===== src/rtl/mips_pkg.sv =====
// Shared MIPS decode constants: opcodes with non-default immediate handling,
// the NOP instruction word and the hardwired-zero register index.
// No logic; imported by the IF/ID decode stage and its register file.
package mips_pkg;

    localparam logic [5:0]  OP_ANDI  = 6'h0C;
    localparam logic [5:0]  OP_ORI   = 6'h0D;
    localparam logic [5:0]  OP_XORI  = 6'h0E;
    localparam logic [5:0]  OP_LUI   = 6'h0F;

    localparam logic [31:0] NOP_WORD = 32'h0000_0000;

    localparam logic [4:0]  REG_ZERO = 5'd0;

endpackage


===== src/rtl/if_id_decode_reg_file.sv =====
// Purpose: 2**REG_AW x DATA_W register file, two combinational read ports, one write port.
// Latency: reads are combinational, with the same-cycle WB write bypassed to both ports.
// Backpressure: none; a write lands on every clock edge where it is enabled.
// Ports: clk/reset, wr_en/wr_addr/wr_data (write-back), rd_addr_a/b -> rd_data_a/b.
module reg_file
    import mips_pkg::*;
#(
    parameter int DATA_W = 32,
    parameter int REG_AW = 5
) (
    input  logic              clk,
    input  logic              reset,
    input  logic              wr_en,
    input  logic [REG_AW-1:0] wr_addr,
    input  logic [DATA_W-1:0] wr_data,
    input  logic [REG_AW-1:0] rd_addr_a,
    input  logic [REG_AW-1:0] rd_addr_b,
    output logic [DATA_W-1:0] rd_data_a,
    output logic [DATA_W-1:0] rd_data_b
);

    localparam int NREGS = 2 ** REG_AW;

    logic [DATA_W-1:0] regs_q [NREGS];
    logic [DATA_W-1:0] regs_d [NREGS];
    logic              wr_live;

    // Register zero is never written, so it stays at its reset value of 0.
    assign wr_live = wr_en && (wr_addr != REG_AW'(REG_ZERO));

    always_comb begin
        regs_d = regs_q;
        if (wr_live) begin
            regs_d[wr_addr] = wr_data;
        end
    end

    always_ff @(posedge clk or negedge reset) begin
        if (!reset) begin
            for (int i = 0; i < NREGS; i++) begin
                regs_q[i] <= '0;
            end
        end else begin
            regs_q <= regs_d;
        end
    end

    // Write-before-read: a write in flight this cycle is visible to the reader now.
    always_comb begin
        rd_data_a = regs_q[rd_addr_a];
        rd_data_b = regs_q[rd_addr_b];
        if (wr_live && (wr_addr == rd_addr_a)) rd_data_a = wr_data;
        if (wr_live && (wr_addr == rd_addr_b)) rd_data_b = wr_data;
        if (rd_addr_a == REG_AW'(REG_ZERO))    rd_data_a = '0;
        if (rd_addr_b == REG_AW'(REG_ZERO))    rd_data_b = '0;
    end

endmodule


===== src/rtl/if_id_decode.sv =====
// Purpose: IF/ID pipeline register plus register read, immediate/target decode and load-use hazard detect.
// Latency: IF_* captured in one cycle; all decode outputs are combinational from IF/ID and inputs.
// Backpressure: a load-use stall holds IF/ID and drops PCWrite for one cycle; ID_Flush overrides the stall.
// Ports: IF_* in from fetch, EX_* hazard inputs, WB_* write-back, ID_* / decode fields / PCWrite / IDEX_Bubble out.
module if_id_decode
    import mips_pkg::*;
#(
    parameter int          DATA_W = 32,
    parameter int          REG_AW = 5,
    parameter logic [31:0] NOP    = NOP_WORD
) (
    input  logic              clk,
    input  logic              reset,
    input  logic [31:0]       IF_Instruction,
    input  logic [31:0]       IF_PC,
    input  logic [31:0]       IF_PC_plus4,
    input  logic              ID_Flush,
    input  logic              EX_MemRead,
    input  logic [REG_AW-1:0] EX_Rt,
    input  logic              WB_RegWrite,
    input  logic [REG_AW-1:0] WB_WriteAddr,
    input  logic [DATA_W-1:0] WB_WriteData,
    output logic [31:0]       ID_Instruction,
    output logic [31:0]       ID_PC,
    output logic [31:0]       ID_PC_plus4,
    output logic [REG_AW-1:0] Rs_addr,
    output logic [REG_AW-1:0] Rt_addr,
    output logic [REG_AW-1:0] Rd_addr,
    output logic [4:0]        Shamt,
    output logic [DATA_W-1:0] Rs_data,
    output logic [DATA_W-1:0] Rt_data,
    output logic [31:0]       Imm_ext,
    output logic [31:0]       Branch_target,
    output logic [31:0]       Jump_target,
    output logic              PCWrite,
    output logic              IDEX_Bubble
);

    logic [31:0] instr_q, instr_d;
    logic [31:0] pc_q,    pc_d;
    logic [31:0] pc4_q,   pc4_d;
    logic        stall;
    logic [15:0] imm;
    logic [31:0] imm_sext;

    // Hazard check: the load in ID/EX targets a source of the instruction in ID.
    assign stall = EX_MemRead && (EX_Rt != REG_AW'(REG_ZERO)) &&
                   ((EX_Rt == Rs_addr) || (EX_Rt == Rt_addr));

    assign PCWrite     = ~stall;
    assign IDEX_Bubble = stall;

    always_comb begin
        instr_d = IF_Instruction;
        pc_d    = IF_PC;
        pc4_d   = IF_PC_plus4;
        if (ID_Flush) begin
            instr_d = NOP;
            pc_d    = '0;
            pc4_d   = '0;
        end else if (stall) begin
            instr_d = instr_q;
            pc_d    = pc_q;
            pc4_d   = pc4_q;
        end
    end

    always_ff @(posedge clk or negedge reset) begin
        if (!reset) begin
            instr_q <= NOP;
            pc_q    <= '0;
            pc4_q   <= '0;
        end else begin
            instr_q <= instr_d;
            pc_q    <= pc_d;
            pc4_q   <= pc4_d;
        end
    end

    assign ID_Instruction = instr_q;
    assign ID_PC          = pc_q;
    assign ID_PC_plus4    = pc4_q;

    assign Rs_addr = instr_q[25:21];
    assign Rt_addr = instr_q[20:16];
    assign Rd_addr = instr_q[15:11];
    assign Shamt   = instr_q[10:6];
    assign imm     = instr_q[15:0];

    assign imm_sext = {{16{imm[15]}}, imm};

    // Logical immediates zero-extend, lui shifts into the upper half, everything else sign-extends.
    always_comb begin
        case (instr_q[31:26])
            OP_ANDI, OP_ORI, OP_XORI: Imm_ext = {16'h0000, imm};
            OP_LUI:                   Imm_ext = {imm, 16'h0000};
            default:                  Imm_ext = imm_sext;
        endcase
    end

    // Modulo-2^32 add; wrap-around is architecturally allowed.
    assign Branch_target = pc4_q + {imm_sext[29:0], 2'b00};
    assign Jump_target   = {pc4_q[31:28], instr_q[25:0], 2'b00};

    reg_file #(
        .DATA_W (DATA_W),
        .REG_AW (REG_AW)
    ) u_reg_file (
        .clk       (clk),
        .reset     (reset),
        .wr_en     (WB_RegWrite),
        .wr_addr   (WB_WriteAddr),
        .wr_data   (WB_WriteData),
        .rd_addr_a (Rs_addr),
        .rd_addr_b (Rt_addr),
        .rd_data_a (Rs_data),
        .rd_data_b (Rt_data)
    );

endmodule


===== config.mk =====
export PLATFORM = sky130hd
export DESIGN_NAME = if_id_decode
export DESIGN_NICKNAME = d
export VERILOG_FILES = /design/src/rtl/mips_pkg.sv /design/src/rtl/if_id_decode_reg_file.sv /design/src/rtl/if_id_decode.sv
export SDC_FILE = /design/constraint.sdc
export NUM_CORES = 2
export LEC_CHECK = 0
export ABC_AREA = 1
export CORE_MARGIN = 2
export CORE_UTILIZATION = 44
export CTS_CLUSTER_DIAMETER = 40
export DETAILED_ROUTE_END_ITERATION = 12
export GPL_ROUTABILITY_DRIVEN = 1
export SKIP_CTS_REPAIR_TIMING = 1
export SLEW_MARGIN = 20
export SYNTH_ARGS = -nofsm -noshare
export SYNTH_HDL_FRONTEND = slang
export SYNTH_HIERARCHICAL = 1
export SYNTH_SLANG_ARGS = --single-unit

===== constraint.sdc =====
create_clock -name clk -period 4.8 [get_ports clk]
set_input_delay 0.96 -clock clk [delete_from_list [all_inputs] [get_ports clk]]
set_output_delay 0.96 -clock clk [all_outputs]
set_load 0.005 [all_outputs]

==> results.md <==
* Result of the run: complete, no violations
* Main synth FF type: dfrtp_1
* Ys Warns at 6
* Combinational Power Share at a little over a fifth
* Tot GR Track Use at between 30% and 40%
* Clock-pin slew on the worst setup and hold paths at ~0.05 ns
* Max-slew headroom at around 18%
* Ys async rst share at 100%
* Largest net degree at the start of global routing at between 100 and 150
* First-pass GRT wire length at around 420,000 µm
* Minimum clock period at about 4.7 ns
* FF-to-FF setup slack at around 1.6 ns
* Synth top area cells: dfrtp_1, nand2_1, nand3_1
* Skew final at 0.0376 ns
* Clock share of power at between 40% and 50%
* Reg2reg start: ID_Instruction[25]$_DFFE_PN0P_
* Post-route ant nets at 0
* Worst IR Drop VDD at ~0.00042 V
* Internal power at roughly 0.023 W
* P_sw at about 0.011 W
* Initial core utilization at approximately 44%
* Max FO, Critical Path at 18
* Max Root-Sink Buffers at 3
* Leakage at roughly 39 nW
* Area growth, synth to finish at 20.0%
* Critical path data required time at 3.84 ns
* Area share of the largest cell type after synthesis at 42.1%
* Crit path DAT at approximately 3.8 ns
* Seq/Total Area, Yosys at about 42%
* Mapped Avg Cell Area at roughly 6.8 µm²
* GRT overflow at 0
* Yosys reg bits at ~1,100
* Worst R2R End: ID_PC_plus4[5]$_DFFE_PN0P_
* Core Area at roughly 0.15 mm²
* First-pass detailed-route iteration total at 7
* I/O pins at approximately 420
* Final period util at a little over nine tenths
* Clock Latency Late Sink at roughly 0.84 ns
* HPWL reported at the end of detailed placement at ~170,000 µm
* Fin Setup TNS at 0 ns
* Final WL at 283,000 µm
* Clock Root Buffer: clkbuf_16
* CTS Buf Count at about 200
* FMAX at 211 MHz
* Worst setup SP type: flip-flop
* Hold WS at 0.132 ns
* GP Congestion at around 0.9
* Final slew viol count at 0
* Drt via density at 5.73
* Layout cells sized above 1 at approximately 7.2%
* Worst R2R Path Depth at 10
* Initial antenna violation count at 19
* Synth area leader: dfrtp_1
* Critical path class: reg2out
* Cells after synthesis at between 9,000 and 10,000
* RSZ-0062 raised after global routing: no
* CTS tree: yes
* DRC viols at 0
* Switching portion of total power at 31.9%
* Post-synth EDFFs at 0
* Number of distinct library cells after synthesis at 32
* Total die area at 0.155 mm²
* Worst slew pin tran at approximately 1.2 ns
* Routed len/inst at around 23 µm
* CP Capture Type: output pin
* Setup-failing EPs final at 0
* IO buf count at 418
* H-Tree Level Count at 4
* Reg area at 0.0281 mm²
* Vias in the first global route at between 60,000 and 70,000
* TritonCTS Sinks at between 1,000 and 1,500
* Die width at between 300 and 400 µm
* Synth Cell Area at roughly 0.067 mm²
* Via Count at ~69,000
* Most frequent cells after synthesis: nand2_1, nand3_1, dfrtp_1
* Die height at between 300 and 400 µm
* Initial drt markers at 9,412
* Fillers at between 10,000 and 15,000
* Area of the multi-input gates at between 0.03 and 0.04 mm²
* Row count at roughly 140
* Final hold violations at 0
* Pwr dens at ~430 mW/mm²
* Flop pwr share at 35.5%
* Min-Delay Path Class: in2async
* MaxCap Viol Count at 0
* Final nets at about 10,000
* Count leader, synth: nand2_1
power groups by stage:
stage,sequential (W),combinational (W),clock [W]
finish,0.0121,0.00722,0.0149
global route,0.0123,0.00811,0.0154
CTS,0.0121,0.00707,0.0150
detailed placement,0.0122,0.00703,0
global placement,0.0122,0.00688,0
floorplan,0.0120,0.00459,0
critical path, cell delays in order (launching register included):
cell	delay, ns
dfrtp_4	0.66
nor2_4	0.61
buf_12	0.30
o21ai_0	0.12
nor2_1	0.12
nor2_1	0.08
nand2_1	0.34
nand3_1	0.14
nand2_1	0.09
inv_1	0.04
clkdlybuf4s50_1	0.43
stage by stage:
stage / worst slack (ns) / cell area (µm²) / total power, W / std cells / utilization [%]
after floorplan: 1.66 / 66600 / 0.0165 / 9868 / -
after global placement: 0.358 / 72600 / 0.0191 / 11700 / 48.4
after detailed placement: 0.271 / 72600 / 0.0193 / 11700 / 48.4
after CTS: -0.0473 / 79600 / 0.0342 / 12100 / 53.1
after global routing: 0.00244 / 80000 / 0.0359 / 12100 / 53.3
final: 0.0598 / 80000 / 0.0342 / 12100 / 53.3
cell families after synthesis:
group / count (synthesis) / share of synthesized area (%)
other: 1 / 0.00563
AND/OR/NAND/NOR: 5234 / 33.2
buffers and inverters: 1927 / 11.6
AO/OA/AOI/OAI: 1521 / 12.2
XOR/XNOR: 34 / 0.447
adder cells (fa/ha/maj): 30 / 0.575
flip-flops: 1120 / 42.1
registers in the layout (all words and copies together) (netlist names):
name / flops
u_reg_file/regs_q: 1024
ID_Instruction: 32
ID_PC: 32
ID_PC_plus4: 32
cell type report:
class | count | share of cell area [%]
inverters | 1083 | 5.18
multi-input cells | 6821 | 39.0
repair buffers | 668 | 8.79
clock inverters | 118 | 1.97
diodes | 8 | 0.0250
flip-flops and latches | 1120 | 35.1
clock buffers | 250 | 6.81
well taps | 2016 | 3.15
how the worst max path moves through the flow:
stage | startpoint | endpoint | slack, ns | cells after the start
6_report | ID_Instruction[25]$_DFFE_PN0P_ | Rs_data[12] | 0.06 | 10
5_1_grt | ID_Instruction[25]$_DFFE_PN0P_ | Rs_data[12] | 0.002 | 10
4_1_cts | ID_Instruction[17]$_DFFE_PN0P_ | Rt_data[12] | -0.05 | 9
3_5_place_dp | WB_WriteAddr[2] | Rt_data[3] | 0.27 | 11
3_3_place_gp | WB_WriteAddr[2] | Rt_data[3] | 0.36 | 11
2_1_floorplan | WB_WriteAddr[3] | Rt_data[10] | 1.66 | 9
cell usage in the layout (no fill, tap or decap), types with 29 or more instances in the layout:
cell / n
ha_1: 29
buf_12: 67
o211ai_1: 199
inv_1: 1062
nand4_1: 103
buf_4: 170
nor2_1: 294
or2_2: 53
clkdlybuf4s50_1: 417
nand2_4: 29
a21oi_1: 150
o21ai_0: 1101
clkbuf_8: 32
nand3_1: 1579
clkbuf_16: 199
dfrtp_1: 1110
o21ai_1: 65
nand2_1: 3152
metal layers:
metal / track usage (%) / share of wire (%)
met1: 49.6 / 41
met2: 53.5 / 43
met3: 9.94 / 12
met4: 15.4 / 4.4
met5: 0 / 0.035
No activity file was read; power rests on OpenSTA's default activity.
